## src/rtl/exe_pkg.sv

```systemverilog
// Shared types and defaults for the execute-stage ALU pipe.
// Holds the op encoding, the two-state sequencer encoding and default sizes.
// No logic; imported by exe_alu_core and exe_alu_pipe.
package exe_pkg;

   localparam int DEF_WIDTH   = 32;
   localparam int DEF_LATENCY = 2;

   typedef enum logic [2:0] {
      OP_ADD  = 3'b000,
      OP_SUB  = 3'b001,
      OP_AND  = 3'b010,
      OP_OR   = 3'b011,
      OP_XOR  = 3'b100,
      OP_SLT  = 3'b101,
      OP_SLTU = 3'b110,
      OP_ILL  = 3'b111
   } op_e;

   typedef enum logic {
      ST_IDLE = 1'b0,
      ST_BUSY = 1'b1
   } state_e;

endpackage

```

## src/rtl/exe_alu_core.sv

```systemverilog
// Combinational ALU: op, a, b -> result, signed-overflow flag, illegal-op flag.
// Ports: op[2:0], a/b[WIDTH-1:0] in; result[WIDTH-1:0], ovf, err out.
// Zero latency, no flow control; the pipe wrapper decides when to sample it.
module exe_alu_core
   import exe_pkg::*;
#(
   parameter int WIDTH = DEF_WIDTH
) (
   input  logic [2:0]       op,
   input  logic [WIDTH-1:0] a,
   input  logic [WIDTH-1:0] b,
   output logic [WIDTH-1:0] result,
   output logic             ovf,
   output logic             err
);

   logic [WIDTH-1:0] sum;
   logic [WIDTH-1:0] diff;
   logic             lt_s;
   logic             lt_u;

   assign sum  = a + b;
   assign diff = a - b;
   assign lt_s = $signed(a) < $signed(b);
   assign lt_u = a < b;

   always_comb begin
      result = '0;
      ovf    = 1'b0;
      err    = 1'b0;
      case (op_e'(op))
         OP_ADD: begin
            result = sum;
            // Same-sign operands whose sum flips sign.
            ovf    = (a[WIDTH-1] == b[WIDTH-1]) && (sum[WIDTH-1] != a[WIDTH-1]);
         end
         OP_SUB: begin
            result = diff;
            // Opposite-sign operands whose difference takes b's sign.
            ovf    = (a[WIDTH-1] != b[WIDTH-1]) && (diff[WIDTH-1] != a[WIDTH-1]);
         end
         OP_AND:  result = a & b;
         OP_OR:   result = a | b;
         OP_XOR:  result = a ^ b;
         OP_SLT:  result = {{(WIDTH-1){1'b0}}, lt_s};
         OP_SLTU: result = {{(WIDTH-1){1'b0}}, lt_u};
         OP_ILL:  err    = 1'b1;
         default: err    = 1'b1;
      endcase
   end

endmodule

```

## src/rtl/exe_alu_pipe.sv

```systemverilog
// Multi-cycle ALU wrapper: captures op/a/b on start, presents result after LATENCY cycles.
// Ports: clk, rst_n (sync, active-low), start, op, a, b in; busy, valid, result, ovf, err out.
// start is ignored while busy; a start in the valid cycle is accepted (one op per LATENCY).
module exe_alu_pipe
   import exe_pkg::*;
#(
   parameter int WIDTH   = DEF_WIDTH,
   parameter int LATENCY = DEF_LATENCY
) (
   input  logic             clk,
   input  logic             rst_n,
   input  logic             start,
   input  logic [2:0]       op,
   input  logic [WIDTH-1:0] a,
   input  logic [WIDTH-1:0] b,
   output logic             busy,
   output logic             valid,
   output logic [WIDTH-1:0] result,
   output logic             ovf,
   output logic             err
);

   localparam int            CW       = $clog2(LATENCY + 1);
   localparam logic [CW-1:0] CNT_LOAD = CW'(LATENCY - 1);
   // With a single-cycle latency the result is registered at the accept edge,
   // so the ALU has to look at the live inputs rather than the capture regs.
   localparam bit            DIRECT   = (LATENCY == 1);

   state_e           state;
   logic [CW-1:0]    cnt;
   logic [2:0]       op_q;
   logic [WIDTH-1:0] a_q;
   logic [WIDTH-1:0] b_q;

   logic             accept;
   logic [2:0]       alu_op;
   logic [WIDTH-1:0] alu_a;
   logic [WIDTH-1:0] alu_b;
   logic [WIDTH-1:0] alu_result;
   logic             alu_ovf;
   logic             alu_err;

   assign busy   = (state == ST_BUSY);
   assign accept = start && !busy;

   assign alu_op = DIRECT ? op : op_q;
   assign alu_a  = DIRECT ? a  : a_q;
   assign alu_b  = DIRECT ? b  : b_q;

   exe_alu_core #(
      .WIDTH (WIDTH)
   ) u_core (
      .op     (alu_op),
      .a      (alu_a),
      .b      (alu_b),
      .result (alu_result),
      .ovf    (alu_ovf),
      .err    (alu_err)
   );

   always_ff @(posedge clk) begin
      if (!rst_n) begin
         state  <= ST_IDLE;
         cnt    <= '0;
         op_q   <= '0;
         a_q    <= '0;
         b_q    <= '0;
         valid  <= 1'b0;
         result <= '0;
         ovf    <= 1'b0;
         err    <= 1'b0;
      end else begin
         valid <= 1'b0;
         case (state)
            ST_IDLE: begin
               if (accept) begin
                  op_q <= op;
                  a_q  <= a;
                  b_q  <= b;
                  cnt  <= CNT_LOAD;
                  if (LATENCY > 1) begin
                     state <= ST_BUSY;
                  end else begin
                     valid  <= 1'b1;
                     result <= alu_result;
                     ovf    <= alu_ovf;
                     err    <= alu_err;
                  end
               end
            end
            ST_BUSY: begin
               cnt <= cnt - CW'(1);
               // This edge takes the counter to 0: leave BUSY and publish,
               // so the valid cycle is already IDLE and can accept again.
               if (cnt == CW'(1)) begin
                  state  <= ST_IDLE;
                  valid  <= 1'b1;
                  result <= alu_result;
                  ovf    <= alu_ovf;
                  err    <= alu_err;
               end
            end
            default: state <= ST_IDLE;
         endcase
      end
   end

endmodule

```

## config.mk

```make
export PLATFORM = sky130hd
export DESIGN_NAME = exe_alu_pipe
export DESIGN_NICKNAME = d
export VERILOG_FILES = /design/src/rtl/exe_pkg.sv /design/src/rtl/exe_alu_core.sv /design/src/rtl/exe_alu_pipe.sv
export SDC_FILE = /design/constraint.sdc
export NUM_CORES = 1
export LEC_CHECK = 0
export BUFFER_PORTS_ARGS = -buffer_cell sky130_fd_sc_hd__buf_2
export CAP_MARGIN = 10
export CORE_ASPECT_RATIO = 1.4
export CORE_UTILIZATION = 45
export DETAILED_ROUTE_END_ITERATION = 8
export SYNTH_ARGS = -nofsm -noshare
export SYNTH_HDL_FRONTEND = slang
export SYNTH_SLANG_ARGS = --single-unit
```

## constraint.sdc

```tcl
create_clock -name clk -period 6.5 [get_ports clk]
set_input_delay 0.975 -clock clk [delete_from_list [all_inputs] [get_ports clk]]
set_output_delay 0.975 -clock clk [all_outputs]
set_load 0.02 [all_outputs]
```

==> results of run 1 <==
synth_stat cells (all sizes together) (5+ instances only):
cell type	instances	area, sq um
dfxtp	105	2100
a31oi	5	31.3
a22o	11	96.3
nand4	5	31.3
a211oi	10	75.1
o21ai	69	349
o211ai	7	52.6
nor4	11	68.8
o31ai	11	82.6
a32oi	5	43.8
a21oi	168	841
nor2	62	233
xnor2	19	166
nand2	197	739
clkbuf	65	244
nor3	22	110
o31a	5	43.8
buf	12	58.8
a221oi	6	58.8
nand3	9	45.0
or2	6	37.5
or3	8	50.1
o22ai	26	163
o21bai	15	113
inv	103	387
a21o	14	105
a22oi	30	225
ha	103	1290
nand2b	10	62.6
nor2b	12	75.1
logic make-up after synthesis:
| family | count (synthesis) | share of synthesized area (%) |
|---|---|---|
| compound gates | 429 | 31.2 |
| xor+xnor | 23 | 2.32 |
| fa+ha+maj | 105 | 15.3 |
| buf+inv | 182 | 8.02 |
| flops | 105 | 24.2 |
| mux | 4 | 0.475 |
| simple gates | 362 | 18.5 |
cells in the final DEF, fill, tap and decap left out, drive strengths merged, types with 8 or more instances in the layout:
| cell | count |
|---|---|
| a22o | 11 |
| dfxtp | 105 |
| a22oi | 30 |
| a211oi | 10 |
| buf | 113 |
| or3 | 8 |
| xnor2 | 19 |
| nor4 | 11 |
| a21oi | 168 |
| inv | 107 |
| nand2b | 10 |
| clkbuf | 9 |
| a21o | 14 |
| nor3 | 22 |
| o21ai | 69 |
| nand3 | 9 |
| o22ai | 26 |
| nand2 | 197 |
| o31ai | 11 |
| o21bai | 15 |
| ha | 103 |
| nor2 | 62 |
| nor2b | 12 |
sequential cells by signal (all words and copies together), names as in the netlist:
name and count:
busy 1, alu_op 3, result 32, alu_b 32, valid 1, a_q 32, ovf 1, err 1
cnt 2
per-stage QoR:
step                cells  worst slack (ps)  hold slack [ps]  instance area, sq um  util, %
floorplan            1210              3420              449                  8680        -
global placement     1490              3020              444                  9300     49.6
detailed placement   1490              2960              453                  9300     49.6
CTS                  1506              2930              471                  9590     51.2
global route         1506              2670              503                  9590     51.2
finish               1506              2930              469                  9590     51.2
power groups by stage:
| stage | registers (uW) | clock network [uW] | logic [uW] |
|---|---|---|---|
| after detailed placement | 725 | 0 | 571 |
| after global placement | 724 | 0 | 571 |
| final | 710 | 558 | 577 |
| after floorplan | 722 | 0 | 419 |
| after CTS | 710 | 577 | 574 |
| after global routing | 716 | 602 | 643 |
routing by layer:
metal	up-vias	wire [um]	GRT usage, %
li1	4344	-	-
met1	4029	10800	30.8
met2	247	13100	48.3
met3	65	1060	2.92
met4	0	957	13.9
met5	-	0	0
worst max-delay path, delay by kind of cell, from the launching register on:
family          cells  cell delay [ps]
flops               1              360
fa+ha+maj           2              640
buf+inv             1               70
simple gates        1              460
compound gates      8             1930
area by class of cell:
type,count,area [sq um]
clock buffer,9,225
clock inverter,7,72.6
timing repair buffer,113,586
sequential,105,2100
multi-input combinational,923,5910
inverter,105,394
tap,244,305
fill,1986,9160
path summary, 6_finish.rpt:
path / start / end / slack [ps] / cells after the start
worst min-delay path: result[26]$_SDFFE_PN0P_ / result[26]$_SDFFE_PN0P_ / 470 / 2
worst max register to register: a_q[0]$_SDFFE_PN0P_ / result[0]$_SDFFE_PN0P_ / 2930 / 12
worst min register to register: result[26]$_SDFFE_PN0P_ / result[26]$_SDFFE_PN0P_ / 470 / 2
worst max-delay path: a_q[0]$_SDFFE_PN0P_ / result[0]$_SDFFE_PN0P_ / 2930 / 12
==> results.rst, run 1 <==
.. list-table::
   :header-rows: 1

   * - Metric
     - Value
   * - Max Buffers Root-to-Sink
     - 2
   * - Share of final-layout standard cells stronger than drive strength 1
     - 11.5%
   * - Proportion of synthesized flip-flops having asynchronous set or reset
     - 0%
   * - # rows
     - 59
   * - Total via count in the routed design
     - 8,685
   * - Weighted congestion at the end of routability-driven global placement
     - 0.910
   * - Clock tree from TritonCTS
     - yes
   * - CTS sink cnt
     - 105
   * - Ys Warns
     - 0
   * - Root Driver
     - clkbuf_16
   * - Core Box Area
     - 18,800 sq um
   * - Worst-path fanout max
     - 5
   * - Logic pwr share
     - 31.3%
   * - Actual slew at the worst max-slew pin
     - 1180 ps
   * - First-iteration detailed-routing DRC count
     - 441
   * - Remaining routing DRC violations
     - 0
   * - Insertion delay to the later sink of the worst-skew pair
     - 380 ps
   * - Unrepaired setup endpoints after global routing
     - false
   * - Diode count
     - 0
   * - Buffers on Ports
     - 105
   * - Total Die Area
     - 19,900 sq um
   * - Clock transition at the registers of the reported paths
     - 80 ps
   * - EDFF count, synth
     - 0
   * - VDD IR max
     - 0.127 mV
   * - Library cell contributing the largest single delay on the critical path
     - or3_1
   * - Height of the chip
     - 166 um
   * - Share of the clock period used by the worst path
     - 54.9%
   * - Result of the run
     - complete, no violations
   * - Placed wire-length estimate
     - 18,800 um
   * - Number of global-route vias before repair
     - 8,613
   * - CTS-repair resized insts
     - 0
   * - Clock skew
     - 11.7 ps
   * - Portion of the post-synthesis area used by sequential elements
     - 24.2%
   * - Endpoints failing hold
     - 0
   * - Synthesized Nets
     - 1,385
   * - Detailed Route WL
     - 25,900 um
   * - Wire length of the first global-routing pass
     - 42,800 um
   * - Setup CP Type
     - reg -> reg
   * - Prevailing post-synth register cell
     - dfxtp_1
   * - Number of distinct library cell variants in the gate-level netlist after synthesis
     - 74
   * - Post-route total power
     - 1850 uW
   * - DRT Pass-1 Iters
     - 6
   * - Vias per inst
     - 5.77
   * - Relative max-transition margin
     - 21.4%
   * - Remaining antenna violation count
     - 0
   * - Max-cap violations
     - 0
   * - Class of the worst hold path
     - reg -> reg
   * - Gate count of the mapped netlist
     - 1,210
   * - Top achievable clock speed
     - 0.280 GHz
   * - Remaining Overflow, GRT
     - 0
   * - Kind of start point of the critical path
     - register
   * - Synth Register Bits
     - 105
   * - Pin count of the biggest net entering global routing
     - 94
   * - CP Data Required Time
     - 6760 ps
   * - Crit path cell chain
     - inv_1 -> ha_1 -> fa_1 -> o21bai_1 -> a2111oi_0 -> or3_1 -> a211o_1 -> a221oi_2 -> o21ai_2 -> o21ai_1 -> a31oi_1 -> a221o_1
   * - Die span in x
     - 119 um
   * - Delay of the slowest critical-path stage
     - 460 ps
   * - Leak Pwr
     - 0.00397 uW
   * - Syn Area/Cell
     - 7.18 sq um
   * - Switching power share of the total
     - 37.0%
   * - Nets@finish
     - 1,432
   * - Final Slew Violations
     - 0
   * - Switching power summed over all nets
     - 683 uW
   * - Starting density of the core
     - 46.3%
   * - Number of endpoints failing setup at the final stage
     - 0
   * - IO Pins
     - 106
   * - Overall Global Routing Usage
     - 26.8%
   * - Antenna violations before repair
     - 0
   * - Mapped cell area
     - 8680 sq um
   * - Endpoint kind of the worst setup timing path
     - register
   * - Number of buffers created by CTS
     - 9
   * - Area added between synthesis and finish
     - 10.5%
   * - Post-CTS setup buffers
     - 0
   * - Total negative setup slack
     - 0 ps
   * - WP data arrival
     - 3830 ps
   * - Relative contribution of sequential cells to total power
     - 38.5%
   * - Int Pwr
     - 1160 uW
   * - Wire per inst
     - 17.2 um
   * - H-tree depth reported by CTS
     - 3
   * - Clock share of power
     - 30.3%
   * - Number of buffers inserted by hold repair at cts
     - 0
   * - Final critical delay including setup and external delays
     - 3570 ps
   * - Power density normalized to cell area
     - 192 nW/um^2
No activity file was read; power rests on OpenSTA's default activity.
==> inputs of run 2 (changes only) <==
Clock period 6.5 ns to 3.4 ns, I/O delays scaled along.
==> run 2 against run 1 <==
Net effect:
- combinational power increased by 110%
- global-route usage increased by 0.57 points
- first-iteration DRC count increased by 20%
- design area increased by 5.7%
- wire length increased by 4.2%
- clock skew increased by 3.2 ps
- critical endpoint unchanged
- largest power group unchanged
==> results.rst, run 2 (same netlist as run 1, synthesis figures left out) <==
.. list-table::
   :header-rows: 1

   * - Metric
     - Value
   * - Remaining routing DRC violations
     - 0 (unchanged)
   * - Post-DP Area
     - 9730 sq um (+4.6%)
   * - Max-cap violations
     - 0 (unchanged)
   * - Max Buffers Root-to-Sink
     - 2 (unchanged)
   * - Overall Global Routing Usage
     - 27.4% (+0.57 points)
   * - Final std cells w/o fill
     - 1,563 (+3.8%)
   * - WP data arrival
     - 3500 ps (-330 ps)
   * - Wire length of the first global-routing pass
     - 43,500 um (+1.4%)
   * - Clock tree from TritonCTS
     - yes
   * - Number of endpoints failing setup at the final stage
     - 0 (unchanged)
   * - Worst reg2reg setup slack
     - 160 ps (-2770 ps)
   * - Nets@finish
     - 1,489 (+4.0%)
   * - Placed wire-length estimate
     - 20,400 um (+8.2%)
   * - Capture endpoint of the worst hold path
     - alu_b[28]$_SDFFE_PN0P_
   * - # rows
     - 59 (unchanged)
   * - Root Driver
     - clkbuf_16
   * - Area of combinational cells with multiple inputs
     - 5970 sq um (+1.1%)
   * - First-iteration detailed-routing DRC count
     - 531 (+20%)
   * - Power density normalized to cell area
     - 373 nW/um^2 (+94%)
   * - Most frequent standard cell in the layout excluding fill and tap cells
     - nand2_1
   * - Number of global-route vias before repair
     - 8,562 (-0.59%)
   * - Remaining Overflow, GRT
     - 0 (unchanged)
   * - Endpoints failing hold
     - 0 (unchanged)
   * - Insertion delay to the later sink of the worst-skew pair
     - 370 ps (about the same)
   * - Final Slew Violations
     - 0 (unchanged)
   * - Fraction of the core area covered by cells at the end of the flow
     - 54.1% (+2.9 points)
   * - Final critical delay including setup and external delays
     - 3240 ps (-331 ps)
   * - Top achievable clock speed
     - 0.309 GHz (+10%)
   * - Remaining antenna violation count
     - 0 (unchanged)
   * - Weighted congestion at the end of routability-driven global placement
     - 0.932 (+2.5%)
   * - Cell area after layout
     - 10,100 sq um (+5.7%)
   * - Leak Pwr
     - 0.00430 uW (+8.4%)
   * - Unrepaired setup endpoints after global routing
     - false
   * - Worst-path fanout max
     - 5 (unchanged)
   * - Buffers on Ports
     - 105 (unchanged)
   * - Number of buffers inserted by hold repair at cts
     - 0 (unchanged)
   * - CP Data Required Time
     - 3660 ps (-3100 ps)
   * - Share of the clock period used by the worst path
     - 95.2% (+40 points)
   * - Die span in x
     - 119 um (unchanged)
   * - Clock skew
     - 14.9 ps (+3.22 ps)
   * - R2R Path End
     - result[0]$_SDFFE_PN0P_
   * - Endpoint kind of the worst setup timing path
     - register
   * - Total Die Area
     - 19,900 sq um (unchanged)
   * - Post-Place Cells
     - 1,544 (+3.6%)
   * - Result of the run
     - complete, no violations
   * - Hold Path Depth
     - 3 (+1)
   * - Post-route total power
     - 3780 uW (+100%)
   * - Setup CP Type
     - reg -> reg
   * - DRT Pass-1 Iters
     - 5 (-1)
   * - Class of the worst hold path
     - in -> reg
   * - Wire per inst
     - 17.3 um (+0.41%)
   * - Detailed Route WL
     - 27,000 um (+4.2%)
   * - Area added between synthesis and finish
     - 16.8%
   * - Worst reg2reg path startpoint
     - a_q[11]$_SDFFE_PN0P_
   * - Total via count in the routed design
     - 8,922 (+2.7%)
   * - Diode count
     - 0 (unchanged)
   * - Pin count of the biggest net entering global routing
     - 94 (unchanged)
   * - Storage cell area
     - 2110 sq um (+0.18%)
   * - Worst hold slack across all endpoints
     - 367 ps (-103 ps)
   * - Antenna violations before repair
     - 0 (unchanged)
   * - Height of the chip
     - 166 um (unchanged)
   * - H-tree depth reported by CTS
     - 3 (unchanged)
   * - IO Pins
     - 106 (unchanged)
   * - Clock transition at the registers of the reported paths
     - 80 ps (about the same)
   * - VDD IR max
     - 0.240 mV (+89%)
   * - Core Box Area
     - 18,800 sq um (unchanged)
   * - Start point of the worst min-delay path
     - b[28]
   * - Commonest non-fill, non-tap cells in the layout
     - nand2_1, a21oi_1, buf_2, inv_1, ha_1
   * - Vias per inst
     - 5.71 (-1.0%)
   * - Number of buffers created by CTS
     - 9 (unchanged)
   * - Number of fillers in the final layout
     - 1,907 (-4.0%)
   * - Relative max-transition margin
     - 34.6% (+13 points)
   * - Starting density of the core
     - 46.3% (unchanged)
   * - Depth of the most critical reg-to-reg path
     - 11 (-1)
   * - Share of final-layout standard cells stronger than drive strength 1
     - 16.1% (+4.7 points)
   * - Kind of start point of the critical path
     - register
   * - Actual slew at the worst max-slew pin
     - 981 ps (-198 ps)
   * - CTS sink cnt
     - 105 (unchanged)
-- run 2: per-stage QoR --
step                      setup WS [ps]  TNS [ps]
after floorplan                     319         0
after CTS                          10.4         0
after detailed placement          -95.9      -167
final                               162         0
after global placement            -24.3     -24.3
after global routing              0.622         0
-- run 2: what timing repair did --
action / 4_1_cts / 5_1_grt
pin swaps: 1 / 6
resized for setup: 2 / 16
buffers inserted: 1 / 2
gates cloned: 0 / 0
endpoints found under the setup margin: 2 / 11
-- run 2: critical path, cell delays in order (launching register included) --
cell	delay (ps)
dfxtp_2	360
inv_1	50
ha_1	310
or3_4	380
or3_1	330
or3_4	410
a211o_1	310
a221oi_4	340
o21ai_4	110
o21ai_1	150
a31oi_1	90
a221o_1	300
-- run 2: worst max path at each step --
stage | start | end | slack (ps) | cells after the start
finish | a_q[11]$_SDFFE_PN0P_ | result[0]$_SDFFE_PN0P_ | 160 | 11
global route | a_q[11]$_SDFFE_PN0P_ | result[0]$_SDFFE_PN0P_ | 0.6 | 11
CTS | alu_b[0]$_SDFFE_PN0P_ | result[30]$_SDFFE_PN0P_ | 10 | 12
detailed placement | a_q[16]$_SDFFE_PN0P_ | result[0]$_SDFFE_PN0P_ | -100 | 11
global placement | a_q[16]$_SDFFE_PN0P_ | result[0]$_SDFFE_PN0P_ | -20 | 11
floorplan | a_q[11]$_SDFFE_PN0P_ | result[0]$_SDFFE_PN0P_ | 320 | 12
-- run 2: routing by layer --
metal  global-route usage (%)  up-vias  share of wire [%]
met4                     14.3        0                3.7
met2                     49.2      232                 51
met1                     31.8     4176                 42
met5                        0        -                  0
met3                     2.54       58                3.8
li1                         -     4456                  -
-- run 2: power by group --
part / switching, uW / internal [uW] / leakage (uW) / total (uW)
Sequential: 56.5 / 1290 / 0.000859 / 1350
Clock: 529 / 659 / 0.000160 / 1190
Combinational: 745 / 499 / 0.00328 / 1240
-- run 2: area by class of cell --
class | instances | area share [%]
Multi-Input combinational cell | 923 | 58.9
Sequential cell | 105 | 20.8
Timing Repair Buffer | 170 | 10.2
Inverter | 105 | 3.89
Tap cell | 244 | 3.01
Clock buffer | 10 | 2.26
Clock inverter | 6 | 0.962
==> inputs of run 3 (changes only) <==
Settings changed: CELL_PAD_IN_SITES_DETAIL_PLACEMENT set to 1, CELL_PAD_IN_SITES_GLOBAL_PLACEMENT set to 2, CORE_UTILIZATION 45 to 34, PLACE_DENSITY set to 0.93.
==> run 3 against run 2 <==
Net effect:
- sequential share of layout area is 0.80 points lower
- hold slack lost 14 ps
- via count is 5.2% higher
- global-route usage shrank 2.8 points
- die area grew 32%
- clock power fell by 5%
- final cell count up 6.3%
- maximum frequency decreased by 3.2%
- design area rose by 3.9%
- flip-flop and latch count unchanged
- clock skew grew 3.1 ps
==> results.rst, run 3 (same netlist as run 1, synthesis figures left out) <==
.. list-table::
   :header-rows: 1

   * - Metric
     - Value
   * - Unrepaired setup endpoints after global routing
     - false
   * - Final critical delay including setup and external delays
     - 3350 ps (+107 ps)
   * - Vias per inst
     - 5.65 (-1.0%)
   * - Remaining Overflow, GRT
     - 0 (unchanged)
   * - Cell area after layout
     - 10,500 sq um (+3.9%)
   * - Crit-path leading delay family
     - compound AO/OA/AOI/OAI gates
   * - CTS sink cnt
     - 105 (unchanged)
   * - Actual slew at the worst max-slew pin
     - 771 ps (-209 ps)
   * - Clock transition at the registers of the reported paths
     - 80 ps (about the same)
   * - Weighted congestion at the end of routability-driven global placement
     - 0.943 (+1.2%)
   * - Delay of the slowest critical-path stage
     - 350 ps (-60 ps)
   * - Relative max-transition margin
     - 48.6% (+14 points)
   * - Number of endpoints failing setup at the final stage
     - 0 (unchanged)
   * - Share of final-layout standard cells stronger than drive strength 1
     - 18.9% (+2.8 points)
   * - Library cell contributing the largest single delay on the critical path
     - o311a_1
   * - Antenna violations before repair
     - 1 (+1)
   * - Number of fillers in the final layout
     - 3,186 (+67%)
   * - Top achievable clock speed
     - 0.299 GHz (-3.2%)
   * - Endpoint kind of the worst setup timing path
     - register
   * - Insertion delay to the later sink of the worst-skew pair
     - 390 ps (+20 ps)
   * - Area added between synthesis and finish
     - 21.3%
   * - Power density normalized to cell area
     - 365 nW/um^2 (-2.1%)
   * - Post-DP Area
     - 9990 sq um (+2.7%)
   * - Most frequent standard cell in the layout excluding fill and tap cells
     - nand2_1
   * - Pin count of the biggest net entering global routing
     - 86 (-8.5%)
   * - DRT Pass-1 Iters
     - 5 (unchanged)
   * - CP Data Required Time
     - 3670 ps (about the same)
   * - Crit path cell chain
     - buf_4 -> ha_1 -> nor2b_1 -> a211oi_2 -> buf_4 -> a21oi_2 -> buf_4 -> o311ai_1 -> buf_4 -> o211ai_1 -> buf_4 -> o21ai_0 -> a21oi_1 -> o311a_1 -> a311oi_1
   * - Worst slack at placement
     - -143 ps (-47.2 ps)
   * - Critical path buffer and inverter count
     - 5 (+4)
   * - Share of the clock period used by the worst path
     - 98.4% (+3.2 points)
   * - Worst hold slack across all endpoints
     - 352 ps (-14.2 ps)
   * - Diode count
     - 0 (unchanged)
   * - Overall Global Routing Usage
     - 24.6% (-2.8 points)
   * - Total via count in the routed design
     - 9,388 (+5.2%)
   * - First-iteration detailed-routing DRC count
     - 491 (-7.5%)
   * - Max-cap violations
     - 0 (unchanged)
   * - Nets@finish
     - 1,517 (+1.9%)
   * - Post-Place Cells
     - 1,638 (+6.1%)
   * - IO Pins
     - 106 (unchanged)
   * - Total Die Area
     - 26,200 sq um (+32%)
   * - Worst-path fanout max
     - 5 (unchanged)
   * - Total negative setup slack
     - 0 ps (unchanged)
   * - Core Box Area
     - 24,800 sq um (+32%)
   * - Placed wire-length estimate
     - 23,900 um (+17%)
   * - Setup CP Type
     - reg -> reg
   * - H-tree depth reported by CTS
     - 3 (unchanged)
   * - Clock skew
     - 18.0 ps (+3.07 ps)
   * - Root Driver
     - clkbuf_16
   * - Endpoints failing hold
     - 0 (unchanged)
   * - Clock tree from TritonCTS
     - yes
   * - Leak Pwr
     - 0.00444 uW (+3.2%)
   * - Commonest non-fill, non-tap cells in the layout
     - nand2_1, a21oi_1, buf_2, dfxtp_1, inv_1
   * - VDD IR max
     - 0.231 mV (-3.7%)
   * - Wire length of the first global-routing pass
     - 50,100 um (+15%)
   * - Final Slew Violations
     - 0 (unchanged)
   * - Die span in x
     - 137 um (+15%)
   * - # rows
     - 68 (+15%)
   * - Remaining routing DRC violations
     - 0 (unchanged)
   * - Wire per inst
     - 19.1 um (+11%)
   * - WP data arrival
     - 3620 ps (+120 ps)
   * - Starting density of the core
     - 35.0% (-11 points)
   * - Remaining antenna violation count
     - 0 (unchanged)
   * - Max Buffers Root-to-Sink
     - 2 (unchanged)
   * - Number of buffers created by CTS
     - 9 (unchanged)
   * - Height of the chip
     - 191 um (+15%)
   * - Detailed Route WL
     - 31,800 um (+18%)
   * - Final std cells w/o fill
     - 1,662 (+6.3%)
   * - Cell with the most instances on the worst path
     - buf_4
   * - Number of global-route vias before repair
     - 9,841 (+15%)
   * - Crit path setup slack, layout
     - 54.3 ps (-107 ps)
   * - Result of the run
     - complete, no violations
   * - Kind of start point of the critical path
     - register
   * - Buffers on Ports
     - 105 (unchanged)
   * - Class of the worst hold path
     - in -> reg
   * - Number of buffers inserted by hold repair at cts
     - 0 (unchanged)
[run 3: layout make-up]
cell class                 instances  area, sq um  share of cell area, %
tap                              315          394                   3.74
multi-input combinational        923         6090                   57.8
timing repair buffer             198         1250                   11.9
clock buffer                       9          225                   2.14
clock inverter                     7         77.6                  0.736
inverter                         105          394                   3.74
sequential                       105         2100                   20.0
[run 3: path summary, 6_finish.rpt]
| check | start | end | slack (ps) | cells past startpoint |
|---|---|---|---|---|
| max | a_q[3]$_SDFFE_PN0P_ | result[27]$_SDFFE_PN0P_ | 50 | 15 |
| min | op[0] | alu_op[0]$_SDFFE_PN0P_ | 350 | 3 |
| max reg2reg | a_q[3]$_SDFFE_PN0P_ | result[27]$_SDFFE_PN0P_ | 50 | 15 |
| min reg2reg | result[13]$_SDFFE_PN0P_ | result[13]$_SDFFE_PN0P_ | 470 | 2 |
[run 3: tightest hold or removal path, delay by kind of cell]
| kind | cells | cell delay [ps] |
|---|---|---|
| buffers and inverters | 1 | 90 |
| AO/OA/AOI/OAI | 1 | 50 |
| AND/OR/NAND/NOR | 1 | 40 |
[run 3: through the flow]
step                      utilization [%]  power, uW
after floorplan                         -       2180
after global placement               40.2       2620
after detailed placement             40.2       2650
after CTS                            41.6       3800
after global routing                 42.4       4060
final                                42.4       3850
[run 3: power breakdown]
part           switching (uW)  internal, uW  total, uW  leakage, uW
Combinational             807           556       1360      0.00343
Clock                     550           579       1130     0.000146
Sequential               60.6          1290       1350     0.000858
[run 3: routing by layer]
layer / wire length, um / part of all wire [%] / track usage, % / vias up
met2: 16700 / 53 / 45.5 / 227
met5: 14 / 0.044 / 0 / -
met4: 1470 / 4.6 / 13.0 / 2
met1: 12500 / 39 / 26.5 / 4546
li1: - / - / - / 4525
met3: 1050 / 3.3 / 3.31 / 88
[run 3: repair_timing]
action / in CTS / in global routing
buffers inserted: 5 / 3
gates cloned: 0 / 0
endpoints found under the hold margin: 0 / 0
pin swaps: 5 / 12
resized for setup: 4 / 31
setup endpoints to repair: 4 / 9
